### src/rtl/rs_syndrome_calc.sv
`default_nettype none
`timescale 1ns/1ps
// ============================================================================
// Module   : rs_syndrome_calc
// Brief    : Streaming Reed-Solomon syndrome generator over GF(2^8)
//            (poly 0x11D, alpha = 0x02, roots alpha^1..alpha^16). Takes one
//            symbol per clock and hands a packed 128-bit syndrome vector to
//            a Berlekamp-Massey decoder. One result is held while the next
//            codeword accumulates.
// Revision : 1.0 - initial release
// ============================================================================
module rs_syndrome_calc #(
  parameter int N_SYM = 255
) (
  input  logic         clk,
  input  logic         rst,
  input  logic [7:0]   sym_in,
  input  logic         sym_valid,
  input  logic         sym_last,
  output logic         sym_ready,
  input  logic         ds_busy,
  output logic [127:0] syn_out,
  output logic         syn_valid,
  output logic         syn_nonzero,
  output logic         frame_err
);

  localparam int CNT_W = $clog2(N_SYM);
  localparam logic [CNT_W-1:0] c_last_idx = CNT_W'(N_SYM - 1);

  // Multiply by alpha^pw. Unrolled with a constant pw this is a pure XOR
  // network: each step is a left shift with conditional reduction by 0x1D.
  function automatic logic [7:0] gf_mul_alpha_pow(input logic [7:0] x, input int pw);
    logic [7:0] v;
    v = x;
    for (int i = 0; i < pw; i++) begin
      v = {v[6:0], 1'b0} ^ (v[7] ? 8'h1D : 8'h00);
    end
    return v;
  endfunction

  logic [CNT_W-1:0]  r_cnt;
  logic              r_pending;
  logic [15:0][7:0]  r_acc;
  logic [127:0]      r_syn_out;
  logic              r_syn_valid;
  logic              r_syn_nonzero;
  logic              r_frame_err;

  logic [15:0][7:0]  w_acc_next;
  logic              w_accept;
  logic              w_at_last;
  logic              w_final;
  logic              w_ferr;
  logic              w_emit;

  // Ready depends only on registered state, never on sym_valid.
  assign sym_ready = !(r_pending && w_at_last);

  assign w_accept  = sym_valid && sym_ready;
  assign w_at_last = (r_cnt == c_last_idx);
  assign w_final   = w_accept && w_at_last && sym_last;
  assign w_ferr    = w_accept && (sym_last != w_at_last);
  assign w_emit    = r_pending && !ds_busy && !r_syn_valid;

  // Horner step for all 16 syndromes; the first symbol of a frame seeds them.
  always_comb begin
    w_acc_next = '0;
    for (int j = 0; j < 16; j++) begin
      w_acc_next[j] = ((r_cnt == '0) ? 8'h00 : gf_mul_alpha_pow(r_acc[j], j + 1)) ^ sym_in;
    end
  end

  // Accumulators advance on every accepted symbol.
  always_ff @(posedge clk or posedge rst) begin
    if (rst) begin
      r_acc <= '0;
    end else if (w_accept) begin
      r_acc <= w_acc_next;
    end
  end

  // Symbol index; wraps on the last index and restarts on a framing error.
  always_ff @(posedge clk or posedge rst) begin
    if (rst) begin
      r_cnt <= '0;
    end else if (w_accept) begin
      if (w_at_last || w_ferr) begin
        r_cnt <= '0;
      end else begin
        r_cnt <= r_cnt + CNT_W'(1);
      end
    end
  end

  // Result capture, pending flag and the one-cycle downstream handshake.
  // A final load cannot coincide with an emit: the final symbol is only
  // accepted while nothing is pending.
  always_ff @(posedge clk or posedge rst) begin
    if (rst) begin
      r_syn_out     <= '0;
      r_syn_nonzero <= 1'b0;
      r_pending     <= 1'b0;
      r_syn_valid   <= 1'b0;
      r_frame_err   <= 1'b0;
    end else begin
      r_syn_valid <= w_emit;
      r_frame_err <= w_ferr;
      if (w_final) begin
        r_syn_out     <= w_acc_next;
        r_syn_nonzero <= |w_acc_next;
        r_pending     <= 1'b1;
      end else if (w_emit) begin
        r_pending     <= 1'b0;
      end
    end
  end

  assign syn_out     = r_syn_out;
  assign syn_valid   = r_syn_valid;
  assign syn_nonzero = r_syn_nonzero;
  assign frame_err   = r_frame_err;

endmodule
`default_nettype wire

### config.mk
export PLATFORM = sky130hd
export DESIGN_NAME = rs_syndrome_calc
export DESIGN_NICKNAME = d
export VERILOG_FILES = /design/src/rtl/rs_syndrome_calc.sv
export SDC_FILE = /design/constraint.sdc
export NUM_CORES = 1
export LEC_CHECK = 0
export CAP_MARGIN = 40
export CORE_ASPECT_RATIO = 0.8
export CORE_UTILIZATION = 29
export DETAILED_ROUTE_END_ITERATION = 12
export PLACE_DENSITY = 0.5
export SETUP_SLACK_MARGIN = 0.5
export SYNTH_ARGS = -nofsm -noshare
export SYNTH_HDL_FRONTEND = slang
export SYNTH_SLANG_ARGS = --single-unit
### constraint.sdc
create_clock -name clk -period 9.12 [get_ports clk]
set_clock_uncertainty 0.05 [all_clocks]
set_input_delay 1.824 -clock clk [delete_from_list [all_inputs] [get_ports clk]]
set_output_delay 1.824 -clock clk [all_outputs]
set_load 0.005 [all_outputs]
==> out/results.txt <==
Post-Layout Inst Area - 17900 sq um
Synth warn - 0
Routed wl met3 - 2760 um
N_diodes - 0
Chip Width - 255 um
Setup TNS - 0 ns
Worst path required time - 9.50 ns
M1 wire length - 22300 um
Final Max Tran Viols - 0
Mapped Nets - 1672
Clk_lat worst skew - 0.59 ns
Cell Rows - 73
Sequential Power Share - 27.2%
# hold bufs at CTS - 0
WL/cell - 18.7 um
Iter 0 DRT Violations - 946
Clk sinks - 268
Clock buffer count from CTS - 30
Relative slew margins - 32.4%
Startpoint Class - flop
HPWL after DPL - 32100 um
Psw - 3180 uW
Final WL - 45700 um
Number of global-route vias before repair - 11200
WS Path Type - flop to flop
Initial antenna violation count - 0
IO Count - 145
CP arrival - 4.73 ns
Tmin final - 4.34 ns
Switch share - 45.9%
Hold Path Class - flop to flop
Power density over cell area - 387 nW/um^2
Status - finished clean
Routed Antenna Nets - 0
CTS tree - yes
Drt drc - 0
Asr flop ratio synth - 100%
Fmax - 230 MHz
Prevailing post-synth register cell - dfrtp_1
Cell count after placement - 2380
Logic pwr share - 55.2%
Final Hold Fails - 0
EDFF count, synth - 0
Leak pwr - 0.00719 uW
Post-Synthesis Cells - 1656
Max cap viols - 0
Port bufs - 144
Mapped cell area - 14900 sq um
First-pass GRT wire length - 70200 um
GPL Wtd Cong - 0.871
Remaining global-route overflow - 0
Clock buffer depth - 3
Die area - 52200 sq um
# setup viols final - 0
Total number of vias - 11700
Final nets - 1753
DR vias/cell - 4.78
Setup crit end kind - flop
DRT Pass-1 Iters - 7
Yosys reg bits - 268
Register area share after synthesis - 45.1%
# H-tree levels - 1
Netlist cell types - 59
Clock slew at reported path FFs - 0.07 ns
Synth Area per Inst - 8.98 sq um
Slew @ Worst Pin - 1.01 ns
Clk root buf - clkbuf_16
Metal2 WL - 19800 um
Finished Layout Cells - 2436
Top routing layer used - met4
Die Ht - 205 um
RSZ-0062 raised after global routing - no
Largest net degree at the start of global routing - 157
Max FO, Critical Path - 57
Initial core utilization - 29.7%
Layout cells sized above 1 - 5.51%
Post_cts resized - 0
Worst VDD drop - 0.000162 V
Post-CTS Setup Bufs - 0
Clock share of power - 17.5%
Dpl cell area - 16900 sq um
Final Cycle Share - 47.6%
Core ar. - 50100 sq um
Syn-to-layout area delta - 20.4%
Pint - 3750 uW
GRT Overall Usage - 17.6%
registers in the layout, indices dropped and copies added (netlist names):
signal       count
frame_err        1
syn_valid        1
syn_out        128
r_acc          128
r_pending        1
syn_nonzero      1
r_cnt            8
cell type report:
class | count | area (sq um)
Multi-Input combinational cell | 1261 | 7640
Timing Repair Buffer | 168 | 1700
Sequential cell | 268 | 6710
Inverter | 8 | 33.8
Tap cell | 675 | 845
Clock inverter | 22 | 200
Fill cell | 5079 | 32200
Clock buffer | 34 | 776
critical path: stages (launching register included):
cell and delay (ns):
dfrtp_1 0.42, inv_1 0.12, ha_1 0.19, or4b_4 0.53
nor2_4 0.14, buf_4 0.44, buf_4 0.58, nor2_1 0.10
o32ai_1 0.54, nand4_1 0.39, nor4_1 0.31, and4bb_2 0.25
a31oi_1 0.08
power by group through the flow:
stage,Clock (uW),Sequential (uW),Combinational [uW]
after global placement,0,1900,3790
after global routing,1290,1940,4210
after CTS,1250,1890,3850
final,1210,1890,3830
after detailed placement,0,1910,3820
after floorplan,0,1760,2860
placed cells by master, fill, tap and decap left out, types with 16 or more instances in the layout:
master,Yosys,final
buf_4,2,17
nand3_1,16,16
nor2_1,248,248
xor2_1,76,76
clkbuf_16,0,30
nand4_1,21,21
a21oi_1,158,158
nand2_1,182,181
nor3_1,18,17
o21ai_0,162,162
clkdlybuf4s50_1,0,139
xnor2_1,242,242
dfrtp_1,268,268
cell families (layout without fill, tap and decap cells):
group	Yosys count	count (layout)	synth area share, %
simple gates	548	548	15.9
buf+inv	127	232	3.72
fa+ha+maj	3	3	0.252
xor+xnor	335	335	21.2
mux	4	4	0.269
compound gates	371	371	13.6
flops	268	268	45.1
metrics by stage:
stage / setup WS [ns] / power, uW / hold slack, ns / utilization (%)
final: 4.78 / 6930 / 0.394 / 35.7
after detailed placement: 4.55 / 5730 / 0.389 / 33.8
after floorplan: 3.71 / 4630 / 0.395 / -
after CTS: 4.91 / 6980 / 0.397 / 35.7
after global routing: 4.63 / 7440 / 0.434 / 35.7
after global placement: 4.57 / 5690 / 0.392 / 33.5
routing by layer:
metal / vias up / global-route usage [%]
li1: 5683 / -
met1: 5621 / 26.3
met2: 305 / 26.6
met3: 45 / 3.33
met4: 0 / 3.02
met5: - / 0
worst paths after layout:
kind / end / slack, ns / cells after the start / start
max reg2reg: syn_nonzero / 4.78 / 12 / r_cnt[0]
max in group asynchronous: syn_out[50] / 6.33 / 3 / rst
min in group asynchronous: r_acc[121] / 1.46 / 2 / rst
min: syn_valid / 0.39 / 1 / syn_valid
min reg2reg: syn_valid / 0.39 / 1 / syn_valid
max: syn_nonzero / 4.78 / 12 / r_cnt[0]
synthesized netlist by cell type (3+ instances only):
library cell  instances  area (sq um)
ha_1                  3          37.5
clkbuf_1             84           315
o32ai_1              13           114
o22ai_1               3          18.8
nor4b_1               4          35.0
buf_8                 3          45.0
nor2_1              248           931
xor2_1               76           666
a21oi_1             158           791
dfrtp_1             268          6710
and3_1                4          25.0
nand3_1              16          80.1
a31oi_1              11          68.8
xnor2_2               3          48.8
or3_1                10          62.6
nand2b_1              8          50.1
o21ai_0             162           811
and2_1               15          93.8
nand4_1              21           131
nor4_1                6          37.5
nor3_1               18          90.1
buf_6                 3          33.8
buf_1                17          63.8
nand2_1             182           683
xnor3_1              14           315
mux2i_1               4          40.0
inv_1                 8          30.0
buf_2                10          50.1
xnor2_1             242          2120
Note: power is estimated with default switching activity, not from simulation.
